File: src/rtl/clock_ctrl.sv
// clock_ctrl: one-second prescaler, carry strobes and button-driven
// set-mode sequencer with a blink enable for the edited field.
module clock_ctrl #(
    parameter int TICK_DIV = 100000000,
    parameter int CNT_W    = 27
) (
    input  logic       ck,
    input  logic       rst_n,
    input  logic       btn_mode,
    input  logic       btn_inc,
    input  logic       sec_at59,
    input  logic       min_at59,
    output logic       up_sec,
    output logic       up_min,
    output logic       up_hr,
    output logic [1:0] mode,
    output logic       blink
);

    localparam logic [1:0] S_RUN = 2'b00;
    localparam logic [1:0] S_HR  = 2'b01;
    localparam logic [1:0] S_MIN = 2'b10;
    localparam logic [1:0] S_SEC = 2'b11;

    localparam logic [CNT_W-1:0] TICK_MAX = CNT_W'(TICK_DIV - 1);
    localparam logic [CNT_W-1:0] HALF_MAX = CNT_W'(TICK_DIV / 2 - 1);
    localparam logic [CNT_W-1:0] ONE      = CNT_W'(1);

    logic [1:0]       r_state;
    logic             r_prev_mode;
    logic             r_prev_inc;
    logic [CNT_W-1:0] r_presc;
    logic [CNT_W-1:0] r_bcnt;
    logic             r_blink;
    logic             r_up_sec;
    logic             r_up_min;
    logic             r_up_hr;

    logic             w_mode_edge;
    logic             w_inc_edge;
    logic             w_run;
    logic             w_tick;
    logic             w_inc_ok;
    logic [1:0]       w_nxt_state;

    // Edge detection, tick detection and next-state decode
    always_comb begin
        w_mode_edge = btn_mode & ~r_prev_mode;
        w_inc_edge  = btn_inc & ~r_prev_inc;
        w_run       = (r_state == S_RUN);
        w_tick      = w_run && (r_presc == TICK_MAX);
        // A mode change in the same cycle swallows the increment
        w_inc_ok    = w_inc_edge & ~w_mode_edge & ~w_run;
        w_nxt_state = w_mode_edge ? r_state + 2'd1 : r_state;
    end

    // Button history; held buttons across reset release give no edge
    always_ff @(posedge ck or negedge rst_n) begin
        if (!rst_n) begin
            r_prev_mode <= 1'b1;
            r_prev_inc  <= 1'b1;
        end else begin
            r_prev_mode <= btn_mode;
            r_prev_inc  <= btn_inc;
        end
    end

    // Mode state machine: RUN -> HR -> MIN -> SEC -> RUN
    always_ff @(posedge ck or negedge rst_n) begin
        if (!rst_n) begin
            r_state <= S_RUN;
        end else begin
            r_state <= w_nxt_state;
        end
    end

    // One-second prescaler, free-running only in RUN
    always_ff @(posedge ck or negedge rst_n) begin
        if (!rst_n) begin
            r_presc <= '0;
        end else if (!w_run || w_tick) begin
            r_presc <= '0;
        end else begin
            r_presc <= r_presc + ONE;
        end
    end

    // Single-cycle increment strobes: auto carry in RUN, manual in set modes
    always_ff @(posedge ck or negedge rst_n) begin
        if (!rst_n) begin
            r_up_sec <= 1'b0;
            r_up_min <= 1'b0;
            r_up_hr  <= 1'b0;
        end else begin
            r_up_sec <= w_tick
                      | (w_inc_ok & (r_state == S_SEC));
            r_up_min <= (w_tick & sec_at59)
                      | (w_inc_ok & (r_state == S_MIN));
            r_up_hr  <= (w_tick & sec_at59 & min_at59)
                      | (w_inc_ok & (r_state == S_HR));
        end
    end

    // Blink half-period timer, restarted on every entry into a set mode
    always_ff @(posedge ck or negedge rst_n) begin
        if (!rst_n) begin
            r_bcnt  <= '0;
            r_blink <= 1'b0;
        end else if (w_nxt_state == S_RUN) begin
            r_bcnt  <= '0;
            r_blink <= 1'b0;
        end else if (w_mode_edge) begin
            r_bcnt  <= '0;
            r_blink <= 1'b1;
        end else if (r_bcnt == HALF_MAX) begin
            r_bcnt  <= '0;
            r_blink <= ~r_blink;
        end else begin
            r_bcnt  <= r_bcnt + ONE;
        end
    end

    assign up_sec = r_up_sec;
    assign up_min = r_up_min;
    assign up_hr  = r_up_hr;
    assign mode   = r_state;
    assign blink  = r_blink;

endmodule

File: config.mk
export PLATFORM = sky130hd
export DESIGN_NAME = clock_ctrl
export DESIGN_NICKNAME = d
export VERILOG_FILES = /design/src/rtl/clock_ctrl.sv
export SDC_FILE = /design/constraint.sdc
export NUM_CORES = 1
export LEC_CHECK = 0
export CAP_MARGIN = 25
export CORE_ASPECT_RATIO = 0.6
export CORE_MARGIN = 2
export CORE_UTILIZATION = 40
export DETAILED_ROUTE_END_ITERATION = 10
export PLACE_DENSITY = 0.63
export SLEW_MARGIN = 0
export SYNTH_ARGS = -nofsm -noshare
export SYNTH_HDL_FRONTEND = slang
export SYNTH_SLANG_ARGS = --single-unit
export TNS_END_PERCENT = 5
File: constraint.sdc
create_clock -name ck -period 2.2 [get_ports ck]
set_clock_uncertainty 0.2 [all_clocks]
set_input_delay 0.55 -clock ck [delete_from_list [all_inputs] [get_ports ck]]
set_output_delay 0.55 -clock ck [all_outputs]
set_load 0.1 [all_outputs]
Yosys cells after proc, flatten, opt, wreduce, memory -nomap -nowiden
Cells that the tools add are included.
{ "totals": {"output_inout_bits": 6, "word_cells": 48, "regBits": 62} }
{ "op_classes": {"eq_ne": 5, "addsub": 3, "reduce_logical": 6, "n_bitwise": 17, "muxes": 8} }
{ "op_table": {"columns": ["op", "n"], "rows": [
  ["27-bit two-way mux", 4],
  ["27-bit by 1-bit adder with 27-bit output (second input constant)", 2],
  ["27-bit by 26-bit == test with 1-bit output (second input constant)", 1],
  ["27-bit == test (second input constant)", 1],
  ["1-bit bitwise AND", 9],
  ["1-bit NOT", 5],
  ["2-bit == test (second input constant)", 2],
  ["2-bit logical NOT", 2],
  ["1-bit two-way mux", 3],
  ["1-bit bitwise OR", 3],
  ["3-bit nonzero test", 1],
  ["2-bit by 1-bit adder with 2-bit output (second input constant)", 1],
  ["2-bit by 1-bit == test with 1-bit output (second input constant)", 1],
  ["2-bit two-way mux", 1],
  ["1-bit logical AND", 1],
  ["1-bit logical NOT", 1],
  ["1-bit logical OR", 1]
]} }

Logic depth before layout (Yosys ltp)
Gate-level depths: netlist (run 1).
{ "depth": {"depth_word": 7, "mapped_depth": 8} }

Worst setup path before layout (run 1)
Ideal clock, no wire load.
{ "synth_timing": {"path_kind": "register to register", "from": "register r_state[0], in the netlist mode[0]", "to": "register r_up_sec, in the netlist up_sec", "arrival_ns": 2.125, "setup_ns": 0.083, "required_time_ns": 1.917, "setup_slack_ns": -0.208, "stages_incl_launch_ff": 6, "n_path_buf": 0, "path_cell_list": "dfrtp_1 inv_1 ha_1 nor4b_1 nand2_1 o21ai_0"} }
{ "synth_between": {"elab_chain_len": 5, "word_cells_on_any_way": 7, "classes_between": "eq/ne: 1; bitwise: 4; reduce/logical: 2"} }
{ "synth_lines": {"columns": ["element", "line_no", "text"], "rows": [
  ["start: declaration", "29", "logic [1:0] r_state;"],
  ["start signal: assignment", "73", "r_state <= w_nxt_state;"],
  ["2-bit logical NOT", "50", "w_run = (r_state == S_RUN);"],
  ["1-bit NOT", "53", "w_inc_ok = w_inc_edge & ~w_mode_edge & ~w_run;"],
  ["1-bit bitwise AND", "53", null],
  ["1-bit bitwise AND", "96", "| (w_inc_ok & (r_state == S_SEC));"],
  ["1-bit bitwise OR *", "96", null],
  ["end signal: assignment", "95", "r_up_sec <= w_tick"],
  ["end: declaration", "35", "logic r_up_sec;"]
]} }
Mark *: on every way between the ends. The rest lies on a longest branch, timed or not.
A chain may end at the register's enable or synchronous reset.

Worst setup path in the final report (run 1)
{ "layout_timing": {"from": "register r_presc[19]", "to": "register r_presc[16]"} }
{ "layout_between": {"elab_chain_len": 4} }
{ "layout_lines": {"columns": ["element", "line_no", "text"], "rows": [
  ["start: declaration", "32", "logic [CNT_W-1:0] r_presc;"],
  ["start signal: assignment", "84", "r_presc <= r_presc + ONE;"],
  ["27-bit == test", "51", "w_tick = w_run && (r_presc == TICK_MAX);"],
  ["1-bit logical AND", "51", null],
  ["1-bit logical OR", "81", "end else if (!w_run || w_tick) begin"],
  ["27-bit two-way mux", "81", null]
]} }
No other way between the ends.

==> impl_metrics.tcl, run 1 <==
set metrics [dict create \
    yosysUniqueCellTypes 35 \
    dpl_cell_area_um2 3460 \
    hold_path_depth 1 \
    synth_seq_cells 62 \
    required_ns 2.21 \
    die-width_um 117 \
    vias_per_cell 4.97 \
    ir_drop_uv 789 \
    ios 12 \
    grt_pass1_wl_mm 10.9 \
    post-route-min-period_ns 2.04 \
    power_density_nw_per_um2 944 \
    ys_top_cells_by_count "dfrtp_1 (60), nor2_1 (58), xor2_1 (31), nand3_1 (29), xnor2_1 (20)" \
    synth_area_leaders "dfrtp_1 (49%), xor2_1 (8.8%), nor2_1 (7.0%)" \
    worstSkewPairLatency_ns 0.32 \
    drtAntennaViolNets 0 \
    grt_pass1_vias 2096 \
    final_area_um2 3800 \
    clock-sinks 62 \
    grt_setup_unrepaired "false" \
    yosysMostFrequentCell "dfrtp_1" \
    total_power_mw 3.58 \
    max_stage_delay_ns 0.61 \
    p_leak_nw 1.61 \
    async_flop_share_pct 100 \
    finalCritPeriodShare_pct 92.7 \
    path_class "reg2reg" \
    antenna_cells 0 \
    finalNetCount 350 \
    clock-root-buffer "clkbuf_16" \
    synth-edff-count 0 \
    antenna_found_initial 0 \
    port_buffers 11 \
    cts_tree "done" \
    tightest_slew_ns 0.472 \
    setup_tns_ns 0 \
    yosys.area.top_type "dfrtp_1" \
    synth_area_per_cell_um2 10.1 \
    timing.reg2reg.setup_slack_ns 0.16 \
    slew_headroom_pct 68.1 \
    max_freq_mhz 490 \
    clk_pin_slew_worst_paths_ns 0.05 \
    wirelength_mm 6.34 \
    via_count 2222 \
    cts_max_level 3 \
    drv_cap 0 \
    netlist_instances 305 \
    drt_iter0_markers 173 \
    grt_start_max_net_pins 34 \
    hold_path_class "reg2reg" \
    rr_worst_depth 5 \
    drive_gt1_share_pct 15.7 \
    worstPathMaxFanout 25 \
    avgRoutedWirePerCell_um 14.2 \
    syn-cell-area_um2 3090 \
    finalMaxSlewViolations 0 \
    syn_nets 317 \
    crit_slowest_cell "or4_4" \
    yosys_warnings 0 \
    clockBufferDepth 2 \
    ys.flop_type "dfrtp_1" \
    grt_usage_pct 16.7 \
    netlist.area_leader.share_pct 48.6 \
    overflow 0 \
    arrival_ns 2.05 \
    dp_hpwl_mm 4.38 \
    synthToLayoutAreaGrowth_pct 22.9 \
    route.detailed.drc 0 \
    initial_utilization_pct 41.8 \
    die_h_um 72.1 \
    cp-start-kind "flip-flop" \
    finalHoldViolations 0 \
    first_pass_iters 4 \
    dieArea_um2 8470 \
    core_area_um2 7390 \
    synth-seq-area-share_pct 50.3 \
    crit_chain "nor4b_2, nand4_1, or4_4, nand2_8, nor2_1" \
    setup_violations 0 \
    routabilityCongestion 0.795 \
    numCtsBuffers 9 \
    rows 24 \
    crit_path_end_kind "flip-flop" \
    outcome "completed" \
]
## worst max-delay path: cells and delay by family (launching register included)
family	cells	cell delay [ns]
simple gates	5	1.29
flops	1	0.41
## registers in the layout (all words and copies together) (netlist names)
| signal | cells |
|---|---|
| up_min | 1 |
| up_hr | 1 |
| mode | 2 |
| r_prev_inc | 1 |
| up_sec | 1 |
| r_prev_mode | 1 |
| r_bcnt | 27 |
| r_presc | 27 |
| blink | 1 |
## cells by family after synthesis
group	synth area share [%]
and+or+nand+nor	28.3
DFF	50.3
xor gates and xnor gates	14.5
buffers and inverters	2.96
AOI/OAI and AO/OA	1.54
adders and majority gates	2.43
## cell usage in the layout, fill, tap and decap left out, drive strengths merged
master / count
clkinv: 3
and3: 8
o21ai: 6
nor2b: 1
or2: 1
nor2: 60
nor3: 5
nand2: 18
bufinv: 1
ha: 6
and2: 4
nand4: 16
buf: 24
xor2: 31
dfstp: 2
nor4b: 5
clkdlybuf4s50: 4
inv: 6
clkbuf: 12
dlygate4sd3: 1
or3: 2
xnor2: 20
or4: 1
a21oi: 2
nand3: 29
nand2b: 2
nor4: 7
dfrtp: 60
o31ai: 1
and4: 5
## stage by stage
step                hold WS [ns]  setup slack [ns]  std cells  util (%)
floorplan                 0.0544             0.137        305         -
global placement           0.272             0.103        429      46.9
CTS                        0.289            0.0308        446      51.1
global route               0.306            0.0354        447      51.4
finish                     0.293             0.160        447      51.4
detailed placement         0.278            0.0678        429      46.9
## power by group
group,switching [mW],internal [mW]
Combinational,0.568,0.280
Sequential,0.0959,1.22
Clock,0.488,0.932
## metal layers
metal	GRT usage [%]	share of wire [%]
met5	0	0
met4	4.82	0.87
met3	5.42	5.0
met2	21.1	37
met1	26.4	57
## final cells by class
cell class                      count  area [um^2]
Clock buffer                       12          256
Timing Repair Buffer               29          328
Clock inverter                      4         45.0
Sequential cell                    62         1560
Inverter                            6         22.5
Tap cell                          104          130
Multi-Input combinational cell    230         1460
Fill cell                         667         3590
## final timing paths
kind,from,to
worst max-delay path,r_presc[19],r_presc[16]
worst min-delay path,r_presc[0],r_presc[0]
worst max register to register,r_presc[19],r_presc[16]
worst min register to register,r_presc[0],r_presc[0]
max in group asynchronous,rst_n,mode[0]
min in group asynchronous,rst_n,up_hr
## repair_timing
| item | in CTS | in global routing |
|---|---|---|
| buffers inserted | 0 | 1 |
| hold buffers | 1 | 0 |
| endpoints found under the setup margin | 0 | 27 |
| hold endpoints to repair | 15 | 0 |
| resized for setup | 0 | 2 |
No activity file was read; power rests on OpenSTA's default activity.
==> inputs of run 2 (changes only) <==
ABC_AREA = 1   (was unset)
==> run 2 against run 1 <==
  * Core utilization decreased by 2.3 points
  * Final area up 11%
  * Sequential power barely moved
  * Clock power increased by 6%
  * Combinational power grew 5.1%
  * Register-to-register slack gained 0.04 ns
  * Critical path depth increased by 2
  * Synthesized cell count up 67%
  * Sequential share of layout area decreased by 4.1 points
  * Largest power group unchanged
==> impl_metrics.tcl, run 2 <==
set metrics [dict create \
    wirelength_mm 8.24 \
    clk_pin_slew_worst_paths_ns 0.05 \
    cts_tree "done" \
    hold_path_class "in2async" \
    ios 12 \
    initial_utilization_pct 41.5 \
    rr_worst_depth 7 \
    yosys_warnings 0 \
    timing.reg2reg.setup_slack_ns 0.20 \
    required_ns 2.22 \
    timing.rr.start "r_presc[0]" \
    avgRoutedWirePerCell_um 12.6 \
    cts_max_level 3 \
    slew_headroom_pct 64.5 \
    syn_nets 521 \
    finalHoldViolations 0 \
    synth_area_leaders "dfrtp_1 (42%), nand2_1 (17%), nor2_1 (15%)" \
    die_h_um 77.1 \
    yosysMostFrequentCell "nand2_1" \
    grt_pass1_wl_mm 13.9 \
    worstSkewPairLatency_ns 0.33 \
    outcome "completed" \
    post-route-util_pct 49.2 \
    final_common_cell "nand2_1" \
    async_flop_share_pct 100 \
    ys_top_cells_by_count "nand2_1 (162), nor2_1 (140), dfrtp_1 (60), inv_1 (51), nand3_1 (28)" \
    ir_drop_uv 525 \
    rows 26 \
    core_area_um2 8590 \
    crit_chain "ha_1, nand3_2, nor2_2, nand2_2, o21ai_4, buf_4, nor2_1" \
    grt_start_max_net_pins 63 \
    path_class "reg2reg" \
    netlist_instances 509 \
    cts-resized-gates 0 \
    crit_path_end_kind "flip-flop" \
    yosys.area.top_type "dfrtp_1" \
    post-route-min-period_ns 2.00 \
    synth_area_per_cell_um2 7.00 \
    setup_violations 0 \
    yosysUniqueCellTypes 28 \
    drive_gt1_share_pct 7.41 \
    cp-start-kind "flip-flop" \
    clockBufferDepth 2 \
    cts_setup_buffers 0 \
    nFillCells 850 \
    numCtsBuffers 9 \
    finalCritPeriodShare_pct 90.8 \
    routabilityCongestion 1.01 \
    port_buffers 11 \
    antenna_found_initial 0 \
    synthToLayoutAreaGrowth_pct 18.4 \
    worstPathMaxFanout 16 \
    max_freq_mhz 500 \
    arrival_ns 2.02 \
    clock-root-buffer "clkbuf_16" \
    drtAntennaViolNets 0 \
    route.detailed.drc 0 \
    holdBufCountCts 0 \
    clock-sinks 62 \
    first_pass_iters 5 \
    vias_per_cell 4.85 \
    synth_seq_cells 62 \
    finalMaxSlewViolations 0 \
    overflow 0 \
    finalNetCount 547 \
    power_density_nw_per_um2 880 \
    tightest_slew_ns 0.529 \
    die-width_um 126 \
    dp_hpwl_mm 6.15 \
    final_cell_mix "nand2_1 (162), nor2_1 (140), dfrtp_1 (59)" \
    grt_setup_unrepaired "false" \
    setup_tns_ns 0 \
    crit_slowest_cell "dfrtp_1" \
    antenna_cells 0 \
    drt_iter0_markers 289 \
    drv_cap 0 \
    dieArea_um2 9710 \
    syn-cell-area_um2 3560 \
    synth-seq-area-share_pct 43.6 \
    grt_pass1_vias 2831 \
    reg2reg_to "r_presc[16]" \
    synth-edff-count 0 \
    netlist.area_leader.share_pct 42.1 \
    p_leak_nw 1.82 \
    via_count 3164 \
    ys.flop_type "dfrtp_1" \
    grt_usage_pct 18.5 \
    max_stage_delay_ns 0.44 \
]
[run 2: cell count changes in the layout (fill, tap and decap cells not counted), moves of 4 or more]
cell     previous run  this run
and3_1              8         0
xor2_1             31        11
nor4_1              4         0
inv_1               6        51
o21ai_0             6         2
buf_4              15         7
xnor2_1            20        12
nor2_1             58       140
nand4_1            16         4
and4_1              5         0
nand2_1            17       162
[run 2: layout make-up]
type / instances / area [um^2] / area share [%]
clock buffer: 12 / 246 / 5.84
clock inverter: 4 / 70.1 / 1.66
inverter: 51 / 191 / 4.53
multi-input combinational: 392 / 1780 / 42.2
sequential: 62 / 1560 / 36.8
tap: 112 / 140 / 3.32
timing repair buffer: 19 / 238 / 5.63
[run 2: layer usage]
metal / vias up / part of all wire [%] / GRT usage [%] / routed length (um)
met5: - / 0 / 0 / 0
met4: 0 / 1.2 / 5.93 / 100
met3: 9 / 9.5 / 7.19 / 783
met2: 91 / 35 / 22.5 / 2920
met1: 1452 / 54 / 29.0 / 4440
li1: 1612 / - / - / -
[run 2: stage by stage]
stage | worst slack, ns | hold slack (ns) | instance area (um^2) | total power, mW | std cells
after floorplan | 0.0657 | 0.0544 | 3570 | 1.93 | 509
after global placement | 0.0942 | 0.270 | 3910 | 2.22 | 636
after detailed placement | 0.0492 | 0.283 | 3910 | 2.24 | 636
after CTS | 0.197 | 0.0304 | 4220 | 3.75 | 652
after global routing | 0.0626 | 0.0398 | 4220 | 3.90 | 652
final | 0.202 | 0.0118 | 4220 | 3.72 | 652
[run 2: worst max-delay path: cells and delay by family (launching register included)]
kind,cells,cell delay (ns)
buf+inv,1,0.23
compound gates,1,0.13
fa+ha+maj,1,0.30
simple gates,4,0.57
flops,1,0.44
[run 2: worst max-delay path by stage]
stage | start | slack, ns | cells past startpoint | to
floorplan | mode[1] | 0.07 | 7 | blink
global placement | btn_mode | 0.09 | 6 | blink
detailed placement | btn_mode | 0.05 | 5 | r_bcnt[7]
CTS | r_presc[0] | 0.20 | 7 | r_presc[16]
global route | r_presc[0] | 0.06 | 7 | r_presc[15]
finish | r_presc[0] | 0.20 | 7 | r_presc[16]
[run 2: logic make-up (layout without fill, tap and decap cells)]
group | Yosys count | count (layout) | share of synthesized area [%]
fa+ha+maj | 6 | 6 | 2.11
simple gates | 349 | 349 | 39.3
buf+inv | 55 | 86 | 6.46
flops | 62 | 62 | 43.6
xor+xnor | 23 | 23 | 5.65
compound gates | 14 | 14 | 2.91
[run 2: power breakdown]
part           internal, mW  switching, mW  leakage, nW
Clock                  1.02          0.490        0.157
Sequential             1.22         0.0977        0.849
Combinational         0.305          0.586        0.813
Total                  2.54           1.17         1.82
==> inputs of run 3 (changes only) <==
==> constraint.sdc (replaced) <==
create_clock -name ck -period 2.5 [get_ports ck]
set_clock_uncertainty 0.2 [all_clocks]
set_input_delay 0.5 -clock ck [delete_from_list [all_inputs] [get_ports ck]]
set_output_delay 0.5 -clock ck [all_outputs]
set_load 0.1 [all_outputs]
==> run 3 against run 2 <==
  * Final cell count down 0.15%
  * Via count up 0.35%
  * Largest cell class unchanged
  * Register-to-register slack better by 0.26 ns
  * Die area unchanged
  * Critical path type unchanged
  * Clock power down 25%
  * Sequential cell count unchanged
  * Worst setup slack better by 0.26 ns
==> impl_metrics.tcl, run 3 (synthesis results as in run 2) <==
set metrics [dict create \
    clock-sinks 62 \
    drt-met1-wl_mm 4.73 \
    max_stage_delay_ns 0.42 \
    core_area_um2 8590 \
    top_layer "met4" \
    crit_slowest_cell "dfrtp_1" \
    ir_drop_uv 453 \
    p_leak_nw 1.76 \
    final_cell_mix "nand2_1 (162), nor2_1 (140), dfrtp_1 (60)" \
    swShare_pct 34.8 \
    cts_max_level 3 \
    rows 26 \
    die_h_um 77.1 \
    path_class "reg2reg" \
    dp_hpwl_mm 6.67 \
    sequentialPowerShare_pct 38.4 \
    vias_per_cell 4.88 \
    outcome "completed" \
    setup_tns_ns 0 \
    arrival_ns 2.03 \
    final_area_um2 4100 \
    grt_start_max_net_pins 28 \
    regArea_um2 1550 \
    synthToLayoutAreaGrowth_pct 14.9 \
    die-width_um 126 \
    finalNetCount 546 \
    finalMaxSlewViolations 0 \
    total_power_mw 2.98 \
    drt_iter0_markers 302 \
    setup_violations 0 \
    finalHoldViolations 0 \
    tightest_slew_ns 0.565 \
    drtAntennaViolNets 0 \
    drive_gt1_share_pct 6.86 \
    crit_buf_inv 1 \
    p_comb_share_pct 23.7 \
    numCtsBuffers 9 \
    crit_chain "ha_1, nand3_2, nor2_2, nand2_2, o21ai_4, buf_4, nor2_1" \
    hold_path_class "reg2reg" \
    clock_power_share_pct 37.9 \
    port_buffers 11 \
    drv_cap 0 \
    routabilityCongestion 0.941 \
    ios 12 \
    wirelength_mm 8.64 \
    antenna_cells 0 \
    grt_pass1_wl_mm 14.8 \
    grt_setup_unrepaired "false" \
    cp-start-kind "flip-flop" \
    clock-root-buffer "clkbuf_16" \
    clockBufferDepth 2 \
    dpl.cell_count 634 \
    required_ns 2.49 \
    avgRoutedWirePerCell_um 13.3 \
    slew_headroom_pct 62.0 \
    overflow 0 \
    nFillCells 855 \
    multi_input_area_um2 1780 \
    power_density_nw_per_um2 727 \
    route.detailed.drc 0 \
    first_pass_iters 5 \
    worstPathMaxFanout 27 \
    power.switching_mw 1.04 \
    dieArea_um2 9710 \
    dpl_cell_area_um2 3810 \
    via_count 3175 \
    cts_tree "done" \
    finalCritPeriodShare_pct 81.6 \
    crit_path_end_kind "flip-flop" \
    cts_setup_buffers 0 \
    p_int_mw 1.94 \
    initial_utilization_pct 41.5 \
    dr_wl_met2_mm 3.06 \
    final_common_cell "nand2_1" \
    grt_pass1_vias 2979 \
    dr_wl_met3_um 768 \
    post-route-min-period_ns 2.04 \
    max_freq_mhz 490 \
    worstSkewPairLatency_ns 0.32 \
    clk_pin_slew_worst_paths_ns 0.05 \
    grt_usage_pct 19.4 \
    antenna_found_initial 0 \
    fin_cells 651 \
    critPathTopFamily "simple AND/OR/NAND/NOR gates" \
]
## run 3: changes by cell type in the layout (fill, tap and decap cells not counted), sizes merged
cell / delta
buf: -2
bufinv: -2
clkinvlp: +2
dlygate4sd3: +1
## run 3: per-layer routing
layer | vias up | track usage [%]
li1 | 1608 | -
met1 | 1447 | 30.9
met2 | 110 | 24.3
met3 | 10 | 6.70
met4 | 0 | 4.73
met5 | - | 0
## run 3: final timing paths
path / startpoint / end / slack (ns) / depth (start not counted)
worst max register to register: r_presc[0] / r_presc[14] / 0.46 / 7
worst min-delay path: r_bcnt[0] / r_bcnt[0] / 0.29 / 1
worst min register to register: r_bcnt[0] / r_bcnt[0] / 0.29 / 1
worst max-delay path: r_presc[0] / r_presc[14] / 0.46 / 7
min in group asynchronous: rst_n / r_presc[15] / 0.48 / 2
max in group asynchronous: rst_n / r_prev_inc / 1.04 / 3
## run 3: layout make-up
cell class	count	area share, %
Sequential cell	62	37.9
Timing Repair Buffer	18	3.85
Tap cell	112	3.42
Multi-Input combinational cell	392	43.5
Inverter	51	4.67
Clock inverter	4	0.611
Clock buffer	12	6.02
## run 3: timing repair
action	4_1_cts	5_1_grt
hold buffers	1	0
setup endpoints to repair	0	0
hold endpoints to repair	18	0
resized for setup	0	0
## run 3: stage by stage
stage	setup WS (ns)	hold WS [ns]	util [%]
after global placement	0.417	0.276	44.4
after global routing	0.261	0.325	47.7
after detailed placement	0.361	0.283	44.4
final	0.459	0.290	47.7
after floorplan	0.288	0.00441	-
after CTS	0.456	0.290	47.7
## run 3: power by group through the flow
stage	registers, mW	logic (mW)	clock network (mW)
5_1_grt	1.15	0.777	1.20
6_report	1.14	0.707	1.13
4_1_cts	1.14	0.711	1.15
2_1_floorplan	1.35	0.347	0
3_5_place_dp	1.16	0.701	0
3_3_place_gp	1.16	0.692	0
